[src/rtl/instr_queue_pkg.sv]
// Shared definitions for the instruction queue and its fcu/decoder/biu neighbours.
package instr_queue_pkg;

    localparam int INSTR_W   = 32;
    localparam int BUS_W     = 16;
    localparam int IQ_DEPTH  = 4;
    localparam int IQ_ADDR_W = 16;

    typedef enum logic [1:0] {
        IDLE     = 2'd0,
        FETCH_LO = 2'd1,
        FETCH_HI = 2'd2
    } iq_state_e;

endpackage

[src/rtl/iq_fifo.sv]
// Generic circular buffer with push, pop, synchronous clear and occupancy count.
module iq_fifo #(
    parameter int DEPTH = 4,
    parameter int WIDTH = 32
) (
    input  logic                   clk,
    input  logic                   rst_n,
    input  logic                   clear,
    input  logic                   push,
    input  logic                   pop,
    input  logic [WIDTH-1:0]       wdata,
    output logic [WIDTH-1:0]       rdata,
    output logic [$clog2(DEPTH):0] count
);

    localparam int PW = $clog2(DEPTH);
    localparam int CW = PW + 1;

    logic [WIDTH-1:0] mem [DEPTH];
    logic [PW-1:0]    head_q, head_d;
    logic [PW-1:0]    tail_q, tail_d;
    logic [CW-1:0]    count_q, count_d;
    logic             do_push, do_pop;

    // A pop on an empty buffer is dropped; a push on a full one only lands if a pop frees a slot.
    assign do_pop  = pop && (count_q != '0);
    assign do_push = push && ((count_q != CW'(DEPTH)) || do_pop);

    always_comb begin
        head_d  = head_q;
        tail_d  = tail_q;
        count_d = count_q;
        if (clear) begin
            head_d  = '0;
            tail_d  = '0;
            count_d = '0;
        end else begin
            if (do_push) tail_d = tail_q + PW'(1);
            if (do_pop)  head_d = head_q + PW'(1);
            case ({do_push, do_pop})
                2'b10:   count_d = count_q + CW'(1);
                2'b01:   count_d = count_q - CW'(1);
                default: count_d = count_q;
            endcase
        end
    end

    always_ff @(posedge clk or negedge rst_n) begin
        if (!rst_n) begin
            head_q  <= '0;
            tail_q  <= '0;
            count_q <= '0;
        end else begin
            head_q  <= head_d;
            tail_q  <= tail_d;
            count_q <= count_d;
        end
    end

    always_ff @(posedge clk) begin
        if (do_push && !clear) mem[tail_q] <= wdata;
    end

    assign rdata = (count_q != '0) ? mem[head_q] : '0;
    assign count = count_q;

endmodule

[src/rtl/instr_queue.sv]
// Prefetch queue: fetches halfword pairs from the bus unit and presents 32-bit instructions.
module instr_queue
    import instr_queue_pkg::*;
#(
    parameter int DEPTH  = IQ_DEPTH,
    parameter int ADDR_W = IQ_ADDR_W
) (
    input  logic                   clk,
    input  logic                   reset,
    input  logic                   flush,
    input  logic [ADDR_W-1:0]      flush_addr,
    output logic                   fetch_req,
    output logic [ADDR_W-1:0]      fetch_address,
    input  logic                   fetch_ack,
    input  logic [BUS_W-1:0]       bus,
    output logic [INSTR_W-1:0]     ir,
    output logic                   ir_valid,
    input  logic                   ir_pop,
    output logic [$clog2(DEPTH):0] count
);

    localparam int CW = $clog2(DEPTH) + 1;

    iq_state_e        state_q, state_d;
    logic [ADDR_W-1:0] pc_q, pc_d;
    logic [BUS_W-1:0]  low_q, low_d;
    logic              push, pop_ok;
    logic [CW-1:0]     post_count;

    assign ir_valid = (count != '0);
    assign pop_ok   = ir_pop && ir_valid && !flush;

    // Occupancy as it will be after a push on this edge, including any simultaneous pop.
    assign post_count = count + CW'(1) - CW'(pop_ok);

    always_comb begin
        state_d = state_q;
        pc_d    = pc_q;
        low_d   = low_q;
        push    = 1'b0;
        if (flush) begin
            state_d = FETCH_LO;
            pc_d    = flush_addr;
            low_d   = '0;
        end else begin
            case (state_q)
                IDLE: begin
                    if (count < CW'(DEPTH)) state_d = FETCH_LO;
                end
                FETCH_LO: begin
                    if (fetch_ack) begin
                        low_d   = bus;
                        pc_d    = pc_q + ADDR_W'(1);
                        state_d = FETCH_HI;
                    end
                end
                FETCH_HI: begin
                    if (fetch_ack) begin
                        push    = 1'b1;
                        pc_d    = pc_q + ADDR_W'(1);
                        state_d = (post_count < CW'(DEPTH)) ? FETCH_LO : IDLE;
                    end
                end
                default: state_d = IDLE;
            endcase
        end
    end

    always_ff @(posedge clk or negedge reset) begin
        if (!reset) begin
            state_q <= IDLE;
            pc_q    <= '0;
            low_q   <= '0;
        end else begin
            state_q <= state_d;
            pc_q    <= pc_d;
            low_q   <= low_d;
        end
    end

    // The request is a decode of the state register, so reset drops it without a clock.
    assign fetch_req     = (state_q != IDLE);
    assign fetch_address = pc_q;

    iq_fifo #(
        .DEPTH (DEPTH),
        .WIDTH (INSTR_W)
    ) u_fifo (
        .clk   (clk),
        .rst_n (reset),
        .clear (flush),
        .push  (push),
        .pop   (pop_ok),
        .wdata ({bus, low_q}),
        .rdata (ir),
        .count (count)
    );

endmodule

[config.mk]
export PLATFORM = sky130hd
export DESIGN_NAME = instr_queue
export DESIGN_NICKNAME = d
export VERILOG_FILES = /design/src/rtl/instr_queue_pkg.sv /design/src/rtl/iq_fifo.sv /design/src/rtl/instr_queue.sv
export SDC_FILE = /design/constraint.sdc
export NUM_CORES = 1
export LEC_CHECK = 0
export BUFFER_PORTS_ARGS = -buffer_cell sky130_fd_sc_hd__buf_2
export CORE_MARGIN = 2
export CORE_UTILIZATION = 60
export CTS_BUF_LIST = sky130_fd_sc_hd__clkbuf_8
export CTS_CLUSTER_SIZE = 30
export DETAILED_ROUTE_END_ITERATION = 10
export PLACE_DENSITY_LB_ADDON = 0.1
export SYNTH_ARGS = -nofsm -noshare
export SYNTH_HDL_FRONTEND = slang
export SYNTH_SLANG_ARGS = --single-unit
[constraint.sdc]
create_clock -name clk -period 4.1 [get_ports clk]
set_input_delay 0.205 -clock clk [delete_from_list [all_inputs] [get_ports clk]]
set_output_delay 0.205 -clock clk [all_outputs]
set_load 0.02 [all_outputs]
# Word level (Yosys, flattened, before mapping)
# Memories as Yosys holds them, arrays and structs flattened.
# Index checks and enable logic that the tools add are counted.
word_totals:
  word_cells: 67
  output_inout_bits: 53
  ff_bits: 41
  ram_bits: 128
  mem_count: 1
  inputBits: 37
mem_list:
  columns: ["memory", "depth", "width", "rd", "rd_ports_with_merged_regs", "write_ports", "line", "source"]
  rows:
  - ["u_fifo.mem", 4, 32, 1, 0, 1, "iq_fifo.sv:19", "logic [WIDTH-1:0] mem [DEPTH];"]
classes:
  n_reduce_logical: 20
  mux: 24
  magnitude_cmp: 2
  add_sub_neg: 6
  eq_ne: 8
op_table:
  columns: ["operator", "count"]
  rows:
  - ["$mux W16", 6]
  - ["$mux W32", 1]
  - ["$add A16 B1 Y16 const B", 1]
  - ["$mux W2", 8]
  - ["$ne A3 B3 Y1 const B", 4]
  - ["$reduce_bool A2 Y1", 6]
  - ["$lt A3 B3 Y1 const B", 2]
  - ["$mux W1", 6]
  - ["$pmux W2 S3", 1]
  - ["$pmux W3 S2", 1]
  - ["$reduce_bool A3 Y1", 2]
  - ["$logic_and A1 B1 Y1", 5]
  - ["$add A2 B1 Y2 const B", 2]
  - ["$eq A2 B1 Y1 const B", 2]
  - ["$eq A2 B2 Y1 const B", 2]
  - ["$reduce_and A2 Y1", 2]
  - ["$add A3 B1 Y3 const B", 1]
  - ["$mux W3", 1]
  - ["$reduce_and A3 Y1", 1]
  - ["$sub A3 B1 Y3", 1]
  - ["$sub A3 B1 Y3 const B", 1]
  - ["$logic_not A2 Y1", 1]
  - ["$reduce_or A2 Y1", 1]
  - ["$logic_not A1 Y1", 1]
  - ["$logic_or A1 B1 Y1", 1]

# Logic depth before layout (Yosys ltp)
logic_depth:
  depth_word: 9
  ltp_mapped: 7
  mapped_depth_nobuf: 6

# By module
# Synthesis repeated with hierarchy kept, for this count alone.
unflattened:
  cells_unflattened: 460
  area_unflattened_um2: 7149.4
by_module_without_submodules:
  columns: ["mod", "cells_each", "instances", "area_per_inst_um2", "seq_area_each_um2"]
  rows:
  - ["iq_fifo", 265, 1, 5411.4, 4018.9]
  - ["instr_queue", 195, 1, 1737.9, 850.8]

# Worst setup path after synthesis
# No wires, ideal clock.
synth_timing:
  kind: "register -> register"
  from: "register state_q[0]"
  to: "memory u_fifo.mem[0][0], enable pin"
  n_path_buf: 0
  required_ns: 3.708
  period_less_slack_ns: 2.486
  slack_ns: 1.614
  stages_incl_launch_ff: 6
  setup_time_ns: 0.392
  t_arrival_ns: 2.094
  path_cell_list: "dfrtp_1 > inv_1 > ha_1 > nand2_2 > a311oi_2 > and2_1"
synth_between:
  elab_chain_cells: 7
synth_rtl:
  columns: ["item", "line", "source"]
  rows:
  - ["start: declaration", "instr_queue.sv:24", "iq_state_e state_q, state_d;"]
  - ["start signal: assignment", "instr_queue.sv:75", "state_q <= state_d;"]
  - ["$eq A2 B2 Y1", "instr_queue.sv:46", "case (state_q)"]
  - ["$mux W1", "instr_queue.sv:46", null]
  - ["$mux W1", "instr_queue.sv:41", "if (flush) begin"]
  - ["$logic_and A1 B1 Y1", "iq_fifo.sv:27", "assign do_push = push && ((count_q != CW'(DEPTH)) || do_pop);"]
  - ["$logic_and A1 B1 Y1", "iq_fifo.sv:61", "if (do_push && !clear) mem[tail_q] <= wdata;"]
  - ["$mux W1", "iq_fifo.sv:61", null]
  - ["$mux W1 (not written as such)", "iq_fifo.sv:61", null]
  - ["end: declaration", "iq_fifo.sv:19", null]
# Every way passes these cells.

# Final worst setup path
layout_timing:
  from: "register u_fifo.head_q[0]"
  to: "output ir[14]"
layout_between:
  elab_chain_cells: 2
layout_rtl:
  columns: ["item", "line", "source"]
  rows:
  - ["start: declaration", "iq_fifo.sv:20", "logic [PW-1:0] head_q, head_d;"]
  - ["start signal: assignment", "iq_fifo.sv:50", "head_q <= '0;"]
  - ["start signal: assignment", "iq_fifo.sv:54", "head_q <= head_d;"]
  - ["$mem_v2 Z4 W32", null, null]
  - ["$mux W32", "iq_fifo.sv:64", "assign rdata = (count_q != '0) ? mem[head_q] : '0;"]
  - ["end: declaration", "instr_queue.sv:16", "output logic [INSTR_W-1:0] ir,"]
# Every way passes these cells.

==> flow_summary.json <==
{
  "status": "finished clean",
  "rows": 39,
  "hold_path_class": "input pin to flip-flop",
  "intPower_mw": 2.933,
  "drive_gt1_share_pct": 27.84,
  "yosys_warnings": 0,
  "slew_headroom_pct": 33.78,
  "yosysMostFrequentCell": "edfxtp_1",
  "seq_area_frac_synth_pct": 68.62,
  "synthArstFlopShare_pct": 24.26,
  "clkPwrFrac_pct": 26.3,
  "final_cells": 732,
  "dieArea_sq_um": 12710,
  "clockRootBuffer": "clkbuf_8",
  "avgSynthCellArea_sq_um": 15.63,
  "fin_crit_ns": 2.803,
  "critPathKind": "flip-flop to output pin",
  "timing.fmax_ghz": 0.3568,
  "dr.pass1.iters": 4,
  "drv_slew": 0,
  "viasPerCell": 5.701,
  "antenna_found_initial": 0,
  "synthTopCellsByArea": "edfxtp_1 (54%), dfrtp_1 (14%), mux4_2 (10%), and2_1 (3.3%), nand2_1 (2.9%)",
  "fp.dieW_um": 112.8,
  "endpoint_kind": "output pin",
  "worst_ep_required_time_ns": 3.89,
  "synth-seq-cells": 169,
  "synth_top_area_share_pct": 54.16,
  "nets": 626,
  "antenna_cells": 0,
  "yosys-top-cells-count": "edfxtp_1 (128), nand2_1 (55), dfrtp_1 (41)",
  "clk_latency_ns": 0.44,
  "syn_area_sq_um": 7097,
  "powerDensity_nw_per_um2": 504.6,
  "skew_ns": 0.009364,
  "grt_pass1_wl_um": 22080,
  "final_area_sq_um": 8343,
  "synth_edf_count": 128,
  "cp.arrival_ns": 2.60,
  "grt_max_degree": 55,
  "place_area_sq_um": 7656,
  "yosysUniqueCellTypes": 39,
  "rsz0062_at_grt": "false",
  "vias": 4173,
  "grt_use_total_pct": 23.02,
  "clk_pin_slew_ns": 0.08,
  "dp.cells": 669,
  "p_sw_mw": 1.277,
  "cts_resized": 0,
  "setup_ws_ns": 1.297,
  "portBuffers": 89,
  "fin_crit_sh_pct": 68.36,
  "grt_overflow": 0,
  "cts_made_buffers": 17,
  "start_util_pct": 61.89,
  "worstSetupStartpointType": "flip-flop",
  "maxCapViolCount": 0,
  "hold_buffers": 31,
  "fill_cells": 754,
  "postRouteAntennaNets": 0,
  "post_cts_buffers": 0,
  "drc": 0,
  "leakage_nw": 3.168,
  "p_comb_share_pct": 25.3,
  "wl_um": 13720,
  "critPathMaxFanout": 21,
  "hold_viol": 0,
  "synthCells": 454,
  "seq_power_share_pct": 48.4,
  "synth_ff_type": "edfxtp_1",
  "tightestPinTransition_ns": 0.9933,
  "dpl.hpwl_um": 8590,
  "tns_ns": 0,
  "swShare_pct": 30.34,
  "ir_worst_vdd_mv": 0.3998,
  "cts_sinks": 169,
  "pre_cts_ws_ns": 1.536,
  "pin_count": 90,
  "grt_pass1_vias": 4290,
  "synth_top_area_cell": "edfxtp_1",
  "die_h_um": 112.8,
  "core_area_sq_um": 11470,
  "clk_path_buf_depth": 2,
  "wl_per_cell_um": 18.74,
  "routabilityCongestion": 0.8176,
  "syn-num-nets": 504,
  "cts_tree": "done",
  "htreeDepth": 4,
  "drt_iter0_markers": 303,
  "setup_viol": 0,
  "syn_to_final_growth_pct": 17.56,
  "whs_ns": 0.03221
}
[stage by stage]
| step | utilization (%) | total power, mW |
|---|---|---|
| 3_3_place_gp | 66.76 | 3.102 |
| 4_1_cts | 72.76 | 4.252 |
| 5_1_grt | 72.76 | 4.407 |
| 3_5_place_dp | 66.76 | 3.129 |
| 6_report | 72.76 | 4.210 |
| 2_1_floorplan | - | 2.810 |
[final cells by class]
| type | instances | area (sq um) | area share, % |
|---|---|---|---|
| flip-flops and latches | 169 | 4871 | 58.38 |
| multi-input cells | 248 | 2056 | 24.64 |
| repair buffers | 128 | 815.8 | 9.778 |
| clock buffers | 19 | 261.5 | 3.134 |
| well taps | 143 | 178.9 | 2.145 |
| clock inverters | 13 | 115.1 | 1.380 |
| inverters | 12 | 45.04 | 0.5399 |
[registers in the layout, summed over array words and instances (netlist names)]
register,count
low_q,16
u_fifo.count,3
state_q,2
u_fifo.tail_q,2
u_fifo.head_q,2
u_fifo.mem,128
fetch_address,16
[worst paths after layout]
kind	from	to	slack, ns	depth (start not counted)
min in group asynchronous	reset	fetch_address[11]	0.43	2
hold reg to reg	low_q[2]	u_fifo.mem[0][2]	0.52	0
setup reg to reg	state_q[0]	u_fifo.mem[1][18]	1.48	6
hold / removal	bus[10]	u_fifo.mem[2][26]	0.03	1
max in group asynchronous	reset	u_fifo.head_q[0]	3.01	2
setup / recovery	u_fifo.head_q[0]	ir[14]	1.30	4
[metal layers]
| layer | vias to the layer above | global-route usage [%] | share of wire (%) |
|---|---|---|---|
| met3 | 17 | 4.553 | 4.7 |
| met5 | - | 0 | 0 |
| met2 | 118 | 38.52 | 51 |
| met1 | 2103 | 30.63 | 43 |
| met4 | 0 | 8.293 | 1.1 |
| li1 | 1935 | - | - |
[placed cells by master, fill, tap and decap left out, types with 2 or more instances in the layout]
| cell type | instances |
|---|---|
| mux2i_1 | 5 |
| bufinv_16 | 2 |
| nor4_1 | 5 |
| mux2_2 | 2 |
| mux4_2 | 32 |
| nand4_1 | 8 |
| xor2_1 | 7 |
| clkbuf_8 | 19 |
| buf_4 | 8 |
| a31oi_1 | 2 |
| ha_1 | 13 |
| nor3_1 | 3 |
| o21ai_1 | 2 |
| a21oi_1 | 18 |
| nor2_1 | 7 |
| nand2_1 | 55 |
| dfrtp_1 | 40 |
| o31ai_1 | 3 |
| nand2b_1 | 2 |
| clkinvlp_4 | 2 |
| xnor2_1 | 12 |
| and2_1 | 38 |
| clkinv_2 | 5 |
| edfxtp_1 | 128 |
| buf_2 | 89 |
| nand3_1 | 6 |
| inv_1 | 16 |
| o21ai_0 | 15 |
| a311oi_1 | 2 |
| dlygate4sd3_1 | 31 |
[worst max-delay path: stages, from the launching register on]
cell	delay, ns
dfrtp_2	0.85
buf_4	0.41
mux4_2	0.57
and2_1	0.17
buf_2	0.15
[logic make-up (layout without fill, tap and decap cells)]
| kind of cell | count (synthesis) | after routing | share of synthesized area (%) |
|---|---|---|---|
| flops | 169 | 169 | 68.62 |
| xor+xnor | 19 | 19 | 2.345 |
| fa+ha+maj | 13 | 13 | 2.292 |
| mux | 39 | 39 | 11.18 |
| compound gates | 45 | 45 | 3.702 |
| simple gates | 132 | 132 | 9.450 |
| buf+inv | 37 | 172 | 2.415 |
[power by group through the flow]
stage / combinational, mW / clock (mW) / sequential (mW)
3_5_place_dp: 1.05 / 0 / 2.08
5_1_grt: 1.16 / 1.20 / 2.05
6_report: 1.06 / 1.11 / 2.04
2_1_floorplan: 0.772 / 0 / 2.04
3_3_place_gp: 1.03 / 0 / 2.07
4_1_cts: 1.08 / 1.13 / 2.04
No activity file was read; power rests on OpenSTA's default activity.
